## config.mk

```make
export PLATFORM = sky130hd
export DESIGN_NAME = od_line_bridge
export DESIGN_NICKNAME = d
export VERILOG_FILES = /design/src/rtl/od_line_bridge.sv
export SDC_FILE = /design/constraint.sdc
export NUM_CORES = 1
export LEC_CHECK = 0
export ABC_AREA = 1
export BUFFER_PORTS_ARGS = -buffer_cell sky130_fd_sc_hd__buf_2
export CAP_MARGIN = 20
export CORE_MARGIN = 8
export CORE_UTILIZATION = 40
export DETAILED_ROUTE_END_ITERATION = 10
export SYNTH_ARGS = -nofsm -noshare
export SYNTH_HDL_FRONTEND = slang
export SYNTH_SLANG_ARGS = --single-unit
```

## constraint.sdc

```tcl
create_clock -name ICE_CLK -period 2.45 [get_ports ICE_CLK]
set_clock_uncertainty 0.2 [all_clocks]
set_input_delay 0.49 -clock ICE_CLK [delete_from_list [all_inputs] [get_ports ICE_CLK]]
set_output_delay 0.49 -clock ICE_CLK [all_outputs]
set_load 0.05 [all_outputs]
```

## src/rtl/od_line_bridge.sv

```systemverilog
// od_line_bridge: multi-line bidirectional open-drain bridge between an A-side
// and a B-side bus. Each line synchronises and filters both pad inputs, then a
// small FSM locks the direction of whichever side pulled low first and drives
// the opposite side's output-enable. An asserted OE pulls the pad low.
module od_line_bridge #(
  parameter int                       NUM_LINES      = 2,
  parameter int                       SYNC_STAGES    = 2,
  parameter int                       FILTER_LEN     = 2,
  parameter logic [8*NUM_LINES-1:0]   HOLDOFF        = {8'd7, 8'd15},
  parameter int                       TIMEOUT_W      = 16,
  parameter logic [TIMEOUT_W-1:0]     TIMEOUT_CYCLES = 16'hFFFF
) (
  input  logic                 ICE_CLK,
  input  logic                 RST_N,
  input  logic                 ENABLE,
  input  logic [NUM_LINES-1:0] A_DI,
  input  logic [NUM_LINES-1:0] B_DI,
  output logic [NUM_LINES-1:0] A_OE,
  output logic [NUM_LINES-1:0] B_OE,
  output logic [NUM_LINES-1:0] BUSY,
  output logic [NUM_LINES-1:0] STUCK,
  input  logic                 STUCK_CLR
);

  // Filter counter only needs to reach FILTER_LEN-1.
  localparam int                   FCW   = (FILTER_LEN > 1) ? $clog2(FILTER_LEN) : 1;
  localparam logic [FCW-1:0]       FLAST = FCW'(FILTER_LEN - 1);
  // A timeout value of zero switches the stuck-low detector off.
  localparam bit                   TO_EN = (TIMEOUT_CYCLES != '0);
  localparam logic [TIMEOUT_W-1:0] TLAST = TIMEOUT_CYCLES - TIMEOUT_W'(1);

  typedef enum logic [2:0] {
    ST_IDLE,
    ST_A2B,
    ST_B2A,
    ST_HOLD,
    ST_STUCK
  } state_t;

  for (genvar gi = 0; gi < NUM_LINES; gi++) begin : g_line
    logic [1:0] pad;   // bit 0 = A side, bit 1 = B side
    logic [1:0] filt;  // filtered levels, same ordering
    logic       fa;
    logic       fb;

    assign pad = {B_DI[gi], A_DI[gi]};

    for (genvar gs = 0; gs < 2; gs++) begin : g_side
      logic [SYNC_STAGES-1:0] sync;
      logic [FCW-1:0]         cnt;
      logic                   lvl;

      // Synchronise the pad, then accept a new level only after it has been
      // stable for FILTER_LEN cycles; bus idles high, so reset to 1.
      always_ff @(posedge ICE_CLK or negedge RST_N) begin
        if (!RST_N) begin
          sync <= '1;
          lvl  <= 1'b1;
          cnt  <= '0;
        end else begin
          sync <= {sync[SYNC_STAGES-2:0], pad[gs]};
          if (sync[SYNC_STAGES-1] == lvl) begin
            cnt <= '0;
          end else if (cnt == FLAST) begin
            lvl <= sync[SYNC_STAGES-1];
            cnt <= '0;
          end else begin
            cnt <= cnt + 1'b1;
          end
        end
      end

      assign filt[gs] = lvl;
    end

    assign fa = filt[0];
    assign fb = filt[1];

    state_t                 state_reg, state_next;
    logic [7:0]             hold_reg, hold_next;
    logic [TIMEOUT_W-1:0]   timer_reg, timer_next;
    logic                   stuck_reg, stuck_next;
    logic                   set_stuck;

    // State, holdoff counter, timeout timer and sticky flag registers.
    always_ff @(posedge ICE_CLK or negedge RST_N) begin
      if (!RST_N) begin
        state_reg <= ST_IDLE;
        hold_reg  <= '0;
        timer_reg <= '0;
        stuck_reg <= 1'b0;
      end else begin
        state_reg <= state_next;
        hold_reg  <= hold_next;
        timer_reg <= timer_next;
        stuck_reg <= stuck_next;
      end
    end

    // Direction lock: the first side seen low (A on a tie) owns the line; the
    // driven side is ignored because its low is our own drive.
    always_comb begin
      state_next = state_reg;
      hold_next  = hold_reg;
      timer_next = timer_reg;
      set_stuck  = 1'b0;
      if (!ENABLE) begin
        state_next = ST_IDLE;
        hold_next  = '0;
        timer_next = '0;
      end else begin
        case (state_reg)
          ST_IDLE: begin
            if (!fa) begin
              state_next = ST_A2B;
              timer_next = '0;
            end else if (!fb) begin
              state_next = ST_B2A;
              timer_next = '0;
            end
          end
          ST_A2B: begin
            if (fa) begin
              state_next = ST_HOLD;
              hold_next  = HOLDOFF[8*gi +: 8];
            end else if (TO_EN && (timer_reg == TLAST)) begin
              state_next = ST_STUCK;
              set_stuck  = 1'b1;
            end else if (timer_reg != '1) begin
              timer_next = timer_reg + 1'b1;
            end
          end
          ST_B2A: begin
            if (fb) begin
              state_next = ST_HOLD;
              hold_next  = HOLDOFF[8*gi +: 8];
            end else if (TO_EN && (timer_reg == TLAST)) begin
              state_next = ST_STUCK;
              set_stuck  = 1'b1;
            end else if (timer_reg != '1) begin
              timer_next = timer_reg + 1'b1;
            end
          end
          ST_HOLD: begin
            // Ignore both sides while the released side rises back up.
            if (hold_reg == '0) begin
              state_next = ST_IDLE;
            end else begin
              hold_next = hold_reg - 1'b1;
            end
          end
          ST_STUCK: begin
            if (fa && fb) begin
              state_next = ST_IDLE;
            end
          end
          default: state_next = ST_IDLE;
        endcase
      end
      // A coincident timeout beats the clear request.
      stuck_next = set_stuck ? 1'b1 : (STUCK_CLR ? 1'b0 : stuck_reg);
    end

    assign B_OE[gi]  = (state_reg == ST_A2B);
    assign A_OE[gi]  = (state_reg == ST_B2A);
    assign BUSY[gi]  = (state_reg == ST_A2B) || (state_reg == ST_B2A) || (state_reg == ST_HOLD);
    assign STUCK[gi] = stuck_reg;
  end

endmodule
```

### Yosys cells after proc, flatten, opt, wreduce, memory -nomap -nowiden

Cells that the tools add are included.

| word-level totals | value |
|---|---|
| register bits | 72 |
| input port bits | 8 |
| output and inout bits | 8 |
| word-level logic and storage cells | 155 |

| operators by class | value |
|---|---|
| $add $sub $neg | 8 |
| eq/ne operators | 36 |
| multiplexer cells | 65 |
| bitwise gates (word level) | 4 |
| reductions and logical operators | 22 |

Operators with widths:

| operator | number |
|---|---|
| 2-to-1 mux 16 bit | 14 |
| case mux 16 bit (3 select lines) | 2 |
| 2-to-1 mux 8 bit | 8 |
| 2-to-1 mux 3 bit | 16 |
| case mux 8 bit (3 select lines) | 2 |
| adder 16 x 1 -> 16 bit (second input constant) | 2 |
| == test 16 bit (second input constant) | 2 |
| != test 16 bit (second input constant) | 2 |
| != test 3 bit (second input constant) | 10 |
| case mux 3 bit (5 select lines) | 2 |
| 2-to-1 mux 1 bit | 19 |
| logical NOT 8 bit | 2 |
| != test 4 x 1 -> 1 bit (second input constant) | 4 |
| AND reduction 4 bit | 4 |
| subtractor 8 x 1 -> 8 bit (second input constant) | 2 |
| == test 3 x 2 -> 1 bit (second input constant) | 4 |
| != test 3 x 2 -> 1 bit (second input constant) | 4 |
| != test 4 bit (second input constant) | 2 |
| AND reduction 2 bit | 4 |
| == test 3 x 1 -> 1 bit (second input constant) | 2 |
| == test 3 bit (second input constant) | 2 |
| logical NOT 3 bit | 2 |
| AND reduction 3 bit | 2 |
| adder 1 bit (second input constant) | 4 |
| 6 further kinds | 18 |

### Longest topological paths before layout

Gate-level depths: netlist of run 1.

| depth | value |
|---|---|
| depth after elaboration | 6 |
| depth in mapped cells | 11 |
| depth with buffers taken out | 10 |

### Worst setup path after synthesis of run 1

Ideal clock, no wire load.

| path | value |
|---|---|
| path type | register -> register |
| from | register g_line[0].state_reg[0] |
| to | register g_line[0].hold_reg[4] |
| library setup time | 127 ps |
| arrival | 1,935 ps |
| required time | 2,123 ps |
| setup slack | 187 ps |
| cell stages (with the launch flop) | 9 |
| path buffers | 1 |
| period minus slack after synthesis | 2,263 ps |
| cell sequence | dfrtp_1 -> inv_2 -> a21oi_1 -> o21ai_1 -> nand2_1 -> nand3_2 -> buf_2 -> nand2_1 -> o21ai_0 |

| between the ends | value |
|---|---|
| longest elaborated chain between the ends | 3 |
| elaborated cells on any way between the ends | 10 |
| classes of those cells | 7 x eq/ne; 2 x mux; 1 x reduce/logical |

RTL lines:

| what | line | source |
|---|---|---|
| start, declared | 79 | `state_t state_reg, state_next;` |
| start signal, assigned | 93 | `state_reg <= state_next;` |
| == test 3 x 2 -> 1 bit or == test 3 x 1 -> 1 bit (tied branches) | 112 | `case (state_reg)` |
| != test 4 x 1 -> 1 bit (no source line) (tied with other cells) | n/a |  |
| AND reduction 4 bit (no source line) or 2-to-1 mux 8 bit (tied branches) | n/a |  |
| end signal, assigned | 94 | `hold_reg <= hold_next;` |
| end, declared | 80 | `logic [7:0] hold_reg, hold_next;` |

Parallel ways exist; a longest one is shown, timed or not.
A chain may end at the register's enable or synchronous reset.

### Worst setup path after layout of run 1

| path | value |
|---|---|
| from | register g_line[1].state_reg[2] |
| to | output B_OE[1] |

| between the ends | value |
|---|---|
| longest elaborated chain between the ends | 1 |

RTL lines:

| what | line | source |
|---|---|---|
| start, declared | 79 |  |
| start signal, assigned | 93 |  |
| == test 3 x 1 -> 1 bit | 164 | `assign B_OE[gi] = (state_reg == ST_A2B);` |
| end, declared | 19 | `output logic [NUM_LINES-1:0] B_OE,` |

Every way passes these cells.

==> metrics, run 1 <==
crit-path max cell delay 0.47 ns; min cycle time layout 2.13 ns; CP required 1.76 ns; pin count of the biggest net entering global routing 35; max cap viols 0; max FFs per register 32; GR Overflow Total 0; CTS buffer count 9; switching share of power 42.7%; Unique masters post-synth 44; row cnt 40; crit-path leading delay family flip-flops; core area 11,900 µm²; number of antenna diodes 0; post-CTS setup buffers 0; clk sinks 72; nets 697; Die H 125 µm; first-pass GRT wire length 18.5 mm; layout cells sized above 1 18.5%; CP max stage cell dfrtp_1; Clock transition at path regs 0.06 ns; Avg Inst Size Synth 7.22 µm²; H-tree depth 3; utilization after layout 44.8%; Slew @ Worst Pin 0.444 ns; maximum clock rate 469 MHz; Syn Nets 679; routability cong. 0.868; number of synthesized register bits 72; Routed WL per cell 12.6 µm; worst vdd ir 0.000454 V; Final Slew Violations 0; Hold Crit Class primary input to register; Reg power frac 32.8%; Post-Synthesis Cells 663; P_leak 2.52 nW; Psw 0.00207 W; 1st-iter DRT viols 240; setup tns final 0 ns; critical path capture point type output port; Fin Hold WS 0.0544 ns; synth warn 0; Post-Syn Area 4790 µm²; I/O Pins 16; crit path DAT 1.44 ns; crit path max fanout 6; placed cell count 816; clock power share 27.9%; area delta synth->final 10.9%; initial antenna violation count 0; relative slew slack 70.2%; outcome finished clean; RSZ-0062 raised after global routing false; routed vias 4,212; combinational power share 39.3%; final worst path period share 87.1%; Int Pwr 0.00277 W; TritonRoute pass-1 iters 4; GRT Total Usage 13.9%; initial core utilization 40.4%; Hold Vio Cnt, Final 0; Root Driver clkbuf_16; crit start category register; fin cells 833; P per Cell Area 913 nW/µm²; Port Buffers 15; vias in the first global route 4,077; worst skew pair latency 0.33 ns; buffer levels on the longest clock path 2; ANT nets after route 0; Setup-failing EPs final 0; # DRC 0; crit-path cells nor2_2 -> nand2_2 -> inv_2 -> buf_2; final wirelength 10.5 mm; Die ar. 15,700 µm²; Die X 125 µm; CP bufs+invs 2; Setup Crit Path Kind register to output port; sequential fraction of the synthesis area 37.9%; CTS tree done; hpwl dp 7.73 mm; vias per inst 5.06
-- area by class of cell --
type / count / area, µm²
Fill cell: 1192 / 6550
Multi-Input combinational cell: 499 / 2560
Sequential cell: 72 / 1820
Inverter: 75 / 284
Clock buffer: 11 / 253
Tap cell: 147 / 184
Timing Repair Buffer: 24 / 160
Clock inverter: 5 / 55.1
-- power groups by stage --
stage / Clock [W] / Combinational (W) / Sequential [W]
after global placement: 0 / 0.00189 / 0.00160
after CTS: 0.00138 / 0.00193 / 0.00159
final: 0.00135 / 0.00191 / 0.00159
after floorplan: 0 / 0.00164 / 0.00155
after detailed placement: 0 / 0.00192 / 0.00161
after global routing: 0.00142 / 0.00215 / 0.00162
-- per-stage QoR --
stage / setup WS (ns) / area, µm² / power [W]
floorplan: 0.187 / 4790 / 0.00319
global placement: 0.507 / 4990 / 0.00350
detailed placement: 0.412 / 4990 / 0.00352
CTS: 0.290 / 5310 / 0.00490
global route: 0.232 / 5310 / 0.00518
finish: 0.316 / 5310 / 0.00485
-- cell usage after synthesis --
library cell,instances,area share [%]
nand3_1,54,5.6
nor3b_1,2,0.31
nand3_4,2,0.73
o31ai_1,1,0.16
buf_6,1,0.24
nand3b_1,1,0.16
nor2_2,8,1.0
o21bai_1,4,0.63
dfrtp_1,60,31
nor3_1,7,0.73
nand3b_4,1,0.42
clkbuf_1,4,0.31
or2_2,7,0.91
nand3_2,6,1.3
nand2_8,1,0.42
buf_4,3,0.47
nand2_1,198,16
inv_1,59,4.6
a21oi_1,5,0.52
o21ai_0,26,2.7
inv_2,15,1.2
clkbuf_8,1,0.29
nand2_4,1,0.24
o2111ai_1,1,0.18
o21ai_2,12,2.2
buf_1,1,0.078
dfstp_2,12,6.6
o22ai_1,1,0.13
buf_12,2,0.84
nand2_2,17,2.2
xor2_1,11,2.0
o21ai_1,10,1.0
and2_1,1,0.13
nor2_4,3,0.71
o211ai_1,1,0.16
buf_2,4,0.42
clkbuf_2,1,0.10
nor3_4,1,0.34
nand4_1,26,3.4
ha_1,8,2.1
xnor2_1,5,0.91
inv_4,1,0.13
nor2_1,77,6.0
nor2_8,1,0.42
-- cell usage in the layout, fill, tap and decap left out, drive strengths merged --
cell type and instances:
clkinv 2, xnor2 5, nor3 8, o21ai 48
nor3b 2, nand3b 2, o2111ai 1, dfstp 12
o211ai 1, nor2 89, clkinvlp 2, dlygate4sd3 1
clkbuf 11, a21oi 5, xor2 11, o31ai 1
inv 75, nand4 26, o21bai 4, buf 23
and2 1, nand2 217, or2 7, nand3 62
dfrtp 60, o22ai 1, ha 8, bufinv 1
-- metal layers --
layer	up-vias	wire (µm)	GRT usage (%)
met4	0	98	5.01
met5	-	0	0
li1	2160	-	-
met1	1977	5130	17.6
met2	67	4890	22.9
met3	8	350	2.93
-- kinds of logic (layout without fill, tap and decap cells) --
group	count (synthesis)	in the layout	synth area share, %
AO/OA/AOI/OAI	61	61	7.73
XOR/XNOR	16	16	2.93
adder cells (fa/ha/maj)	8	8	2.09
buffers and inverters	92	115	8.67
flip-flops	72	72	37.9
AND/OR/NAND/NOR	414	414	40.6
-- final timing paths --
path                       depth (start not counted)                               endpoint                             startpoint  slack (ns)
hold reg to reg                                    0  g_line[0].g_side[1].sync[1]$_DFF_PN1_  g_line[0].g_side[1].sync[0]$_DFF_PN1_        0.16
hold / removal                                     1  g_line[0].g_side[1].sync[0]$_DFF_PN1_                                B_DI[0]        0.05
min in group asynchronous                          2      g_line[1].g_side[0].cnt$_DFF_PN0_                                  RST_N        0.46
setup reg to reg                                   9    g_line[0].timer_reg[10]$_DFFE_PN0P_     g_line[0].timer_reg[0]$_DFFE_PN0P_        0.45
max in group asynchronous                          3               g_line[0].fb$_DFFE_PN1P_                                  RST_N        0.96
setup / recovery                                   4                                B_OE[1]     g_line[1].state_reg[2]$_DFFE_PN0P_        0.32
-- what timing repair did --
item / 4_1_cts / 5_1_grt
hold buffers: 1 / 0
resized for setup: 0 / 0
hold endpoints to repair: 26 / 0
endpoints found under the setup margin: 0 / 0
No activity file was read; power rests on OpenSTA's default activity.
==> run 2: changes to the inputs <==
- BUFFER_PORTS_ARGS: -buffer_cell sky130_fd_sc_hd__buf_2 -> unset
- DONT_BUFFER_PORTS: unset -> 1
==> run 2 against run 1 <==
Critical path depth fell by 1. Worst setup slack improved by 0.081 ns. Non-clock buffer count fell by 14. Power fell by 1.4%. Sequential power barely moved. Die area did not move. Count of clock-buffer cells in the layout did not move. Critical endpoint unchanged. Clock power barely moved. Combinational power fell by 2%. Register-to-register slack got worse by 0.03 ns. Critical path type unchanged.
==> metrics, run 2 (synthesized netlist as in run 1, its figures left out) <==
outcome finished clean (unchanged); GR Util met2 22.1% (was 22.9%); Die ar. 15,700 µm² (unchanged); # DRC 0 (unchanged); flop2flop setup slack 0.42 ns (was 0.45 ns); worst vdd ir 0.000651 V (was 0.000454 V); crit path DAT 1.36 ns (was 1.44 ns); Hold Vio Cnt, Final 0 (unchanged); crit path to B_OE[1] (unchanged); GR Overflow Total 0 (unchanged); area delta synth->final 9.59% (was 10.9%); clk sinks 72 (unchanged); I/O Pins 16 (unchanged); crit path max fanout 6 (unchanged); Reg2Reg Depth 9 (unchanged); number of antenna diodes 0 (unchanged); placed cell area 4870 µm² (was 4990 µm²); P_leak 2.46 nW (was 2.52 nW); Slew @ Worst Pin 0.529 ns (was 0.444 ns); initial antenna violation count 0 (unchanged); ANT nets after route 0 (unchanged); crit-path cells nor2_2 -> nand2_2 -> inv_2 (was nor2_2 -> nand2_2 -> inv_2 -> buf_2); Setup-failing EPs final 0 (unchanged); pin count of the biggest net entering global routing 73 (was 35); Total Power 0.00478 W (was 0.00485 W); post-CTS resize count 0 (unchanged); core area 11,900 µm² (unchanged); buffer levels on the longest clock path 2 (unchanged); setup tns final 0 ns (unchanged); max FFs per register 32 (unchanged); critical path capture point type output port (unchanged); Hold Crit Class primary input to register (unchanged); row cnt 40 (unchanged); most frequent cells in the layout nand2_1, nor2_1, dfrtp_1, inv_1, nand3_1 (unchanged); most common cell after layout, fill and taps aside nand2_1 (unchanged); nets 683 (was 697); GRT Total Usage 13.6% (was 13.9%); Port Buffers 0 (was 15); utilization after layout 44.2% (was 44.8%); M1 GR Usage 17.0% (was 17.6%); 1st-iter DRT viols 227 (was 240); P per Cell Area 911 nW/µm² (was 913 nW/µm²); routability cong. 0.896 (was 0.868); CTS buffer count 9 (unchanged); vias per inst 5.00 (was 5.06); start of the worst register-to-register path g_line[0].timer_reg[0]$_DFFE_PN0P_ (unchanged); maximum clock rate 487 MHz (was 469 MHz); max cap viols 0 (unchanged); first-pass GRT wire length 17.9 mm (was 18.5 mm); TritonRoute pass-1 iters 4 (unchanged); Hold Path Stages 1 (unchanged); GRT busiest layer met2 (unchanged); CP required 1.76 ns (about the same); layout cells sized above 1 16.1% (was 18.5%); Die X 125 µm (unchanged); CP max stage cell dfrtp_1 (unchanged); Setup Crit Path Kind register to output port (unchanged); min cycle time layout 2.05 ns (was 2.13 ns); worst skew pair latency 0.33 ns (about the same); crit path from g_line[1].state_reg[2]$_DFFE_PN0P_ (unchanged); hpwl dp 7.18 mm (was 7.73 mm); Final Slew Violations 0 (unchanged); Final Instance Area 5250 µm² (was 5310 µm²); Worst R2R End g_line[0].timer_reg[0]$_DFFE_PN0P_ (was g_line[0].timer_reg[10]$_DFFE_PN0P_); Routed WL per cell 12.3 µm (was 12.6 µm); Clock transition at path regs 0.06 ns (about the same); RSZ-0062 raised after global routing false (unchanged); vias in the first global route 3,860 (was 4,077); met3 Use GR 3.70% (was 2.93%); CTS tree done (unchanged); H-tree depth 3 (unchanged); hold_sp STUCK_CLR (was B_DI[0]); Die H 125 µm (unchanged); Fin Hold WS 0.0682 ns (was 0.0544 ns); routed vias 4,094 (was 4,212); final worst path period share 83.8% (was 87.1%); crit start category register (unchanged); crit-path max cell delay 0.47 ns (about the same); Root Driver clkbuf_16 (unchanged); final wirelength 10.1 mm (was 10.5 mm); relative slew slack 64.6% (was 70.2%); initial core utilization 40.4% (unchanged)
## run 2: final cells by class
class,instances,area (µm²)
sequential,72,1820
fill,1204,6610
inverter,75,284
clock buffer,11,243
clock inverter,5,56.3
multi-input combinational,499,2560
timing repair buffer,10,108
tap,147,184
## run 2: power breakdown
part	switching, W	total, W	internal, W
Sequential	0.000195	0.00159	0.00140
Combinational	0.00134	0.00187	0.000527
Clock	0.000502	0.00132	0.000814
Total	0.00204	0.00478	0.00274
## run 2: worst min-delay path by stage
stage | slack (ns) | to
finish | 0.07 | g_line[1].stuck_reg$_DFFE_PN0P_
global route | 0.07 | g_line[0].stuck_reg$_DFFE_PN0P_
CTS | 0.05 | g_line[1].stuck_reg$_DFFE_PN0P_
detailed placement | -0.003 | g_line[1].g_side[1].cnt$_DFF_PN0_
global placement | -0.004 | g_line[1].g_side[1].cnt$_DFF_PN0_
floorplan | -0.006 | g_line[0].g_side[0].cnt$_DFF_PN0_
## run 2: repair_timing
action                    4_1_cts  5_1_grt
hold buffers                    6        0
hold endpoints to repair       76        0
setup buffers                   0        0
## run 2: through the flow
step	std cells	setup WS, ns
5_1_grt	819	0.263
6_report	819	0.396
2_1_floorplan	663	0.187
4_1_cts	819	0.383
3_5_place_dp	797	0.437
3_3_place_gp	797	0.509
## run 2: critical path, delay by kind of cell (launching register included)
family | cells | cell delay (ns)
flops | 1 | 0.47
simple gates | 2 | 0.32
buf+inv | 1 | 0.25
## run 2: routing by layer
layer / wire, µm / share of wire [%]
met1: 4910 / 49
met2: 4710 / 47
met3: 378 / 3.7
met4: 106 / 1.0
met5: 0 / 0
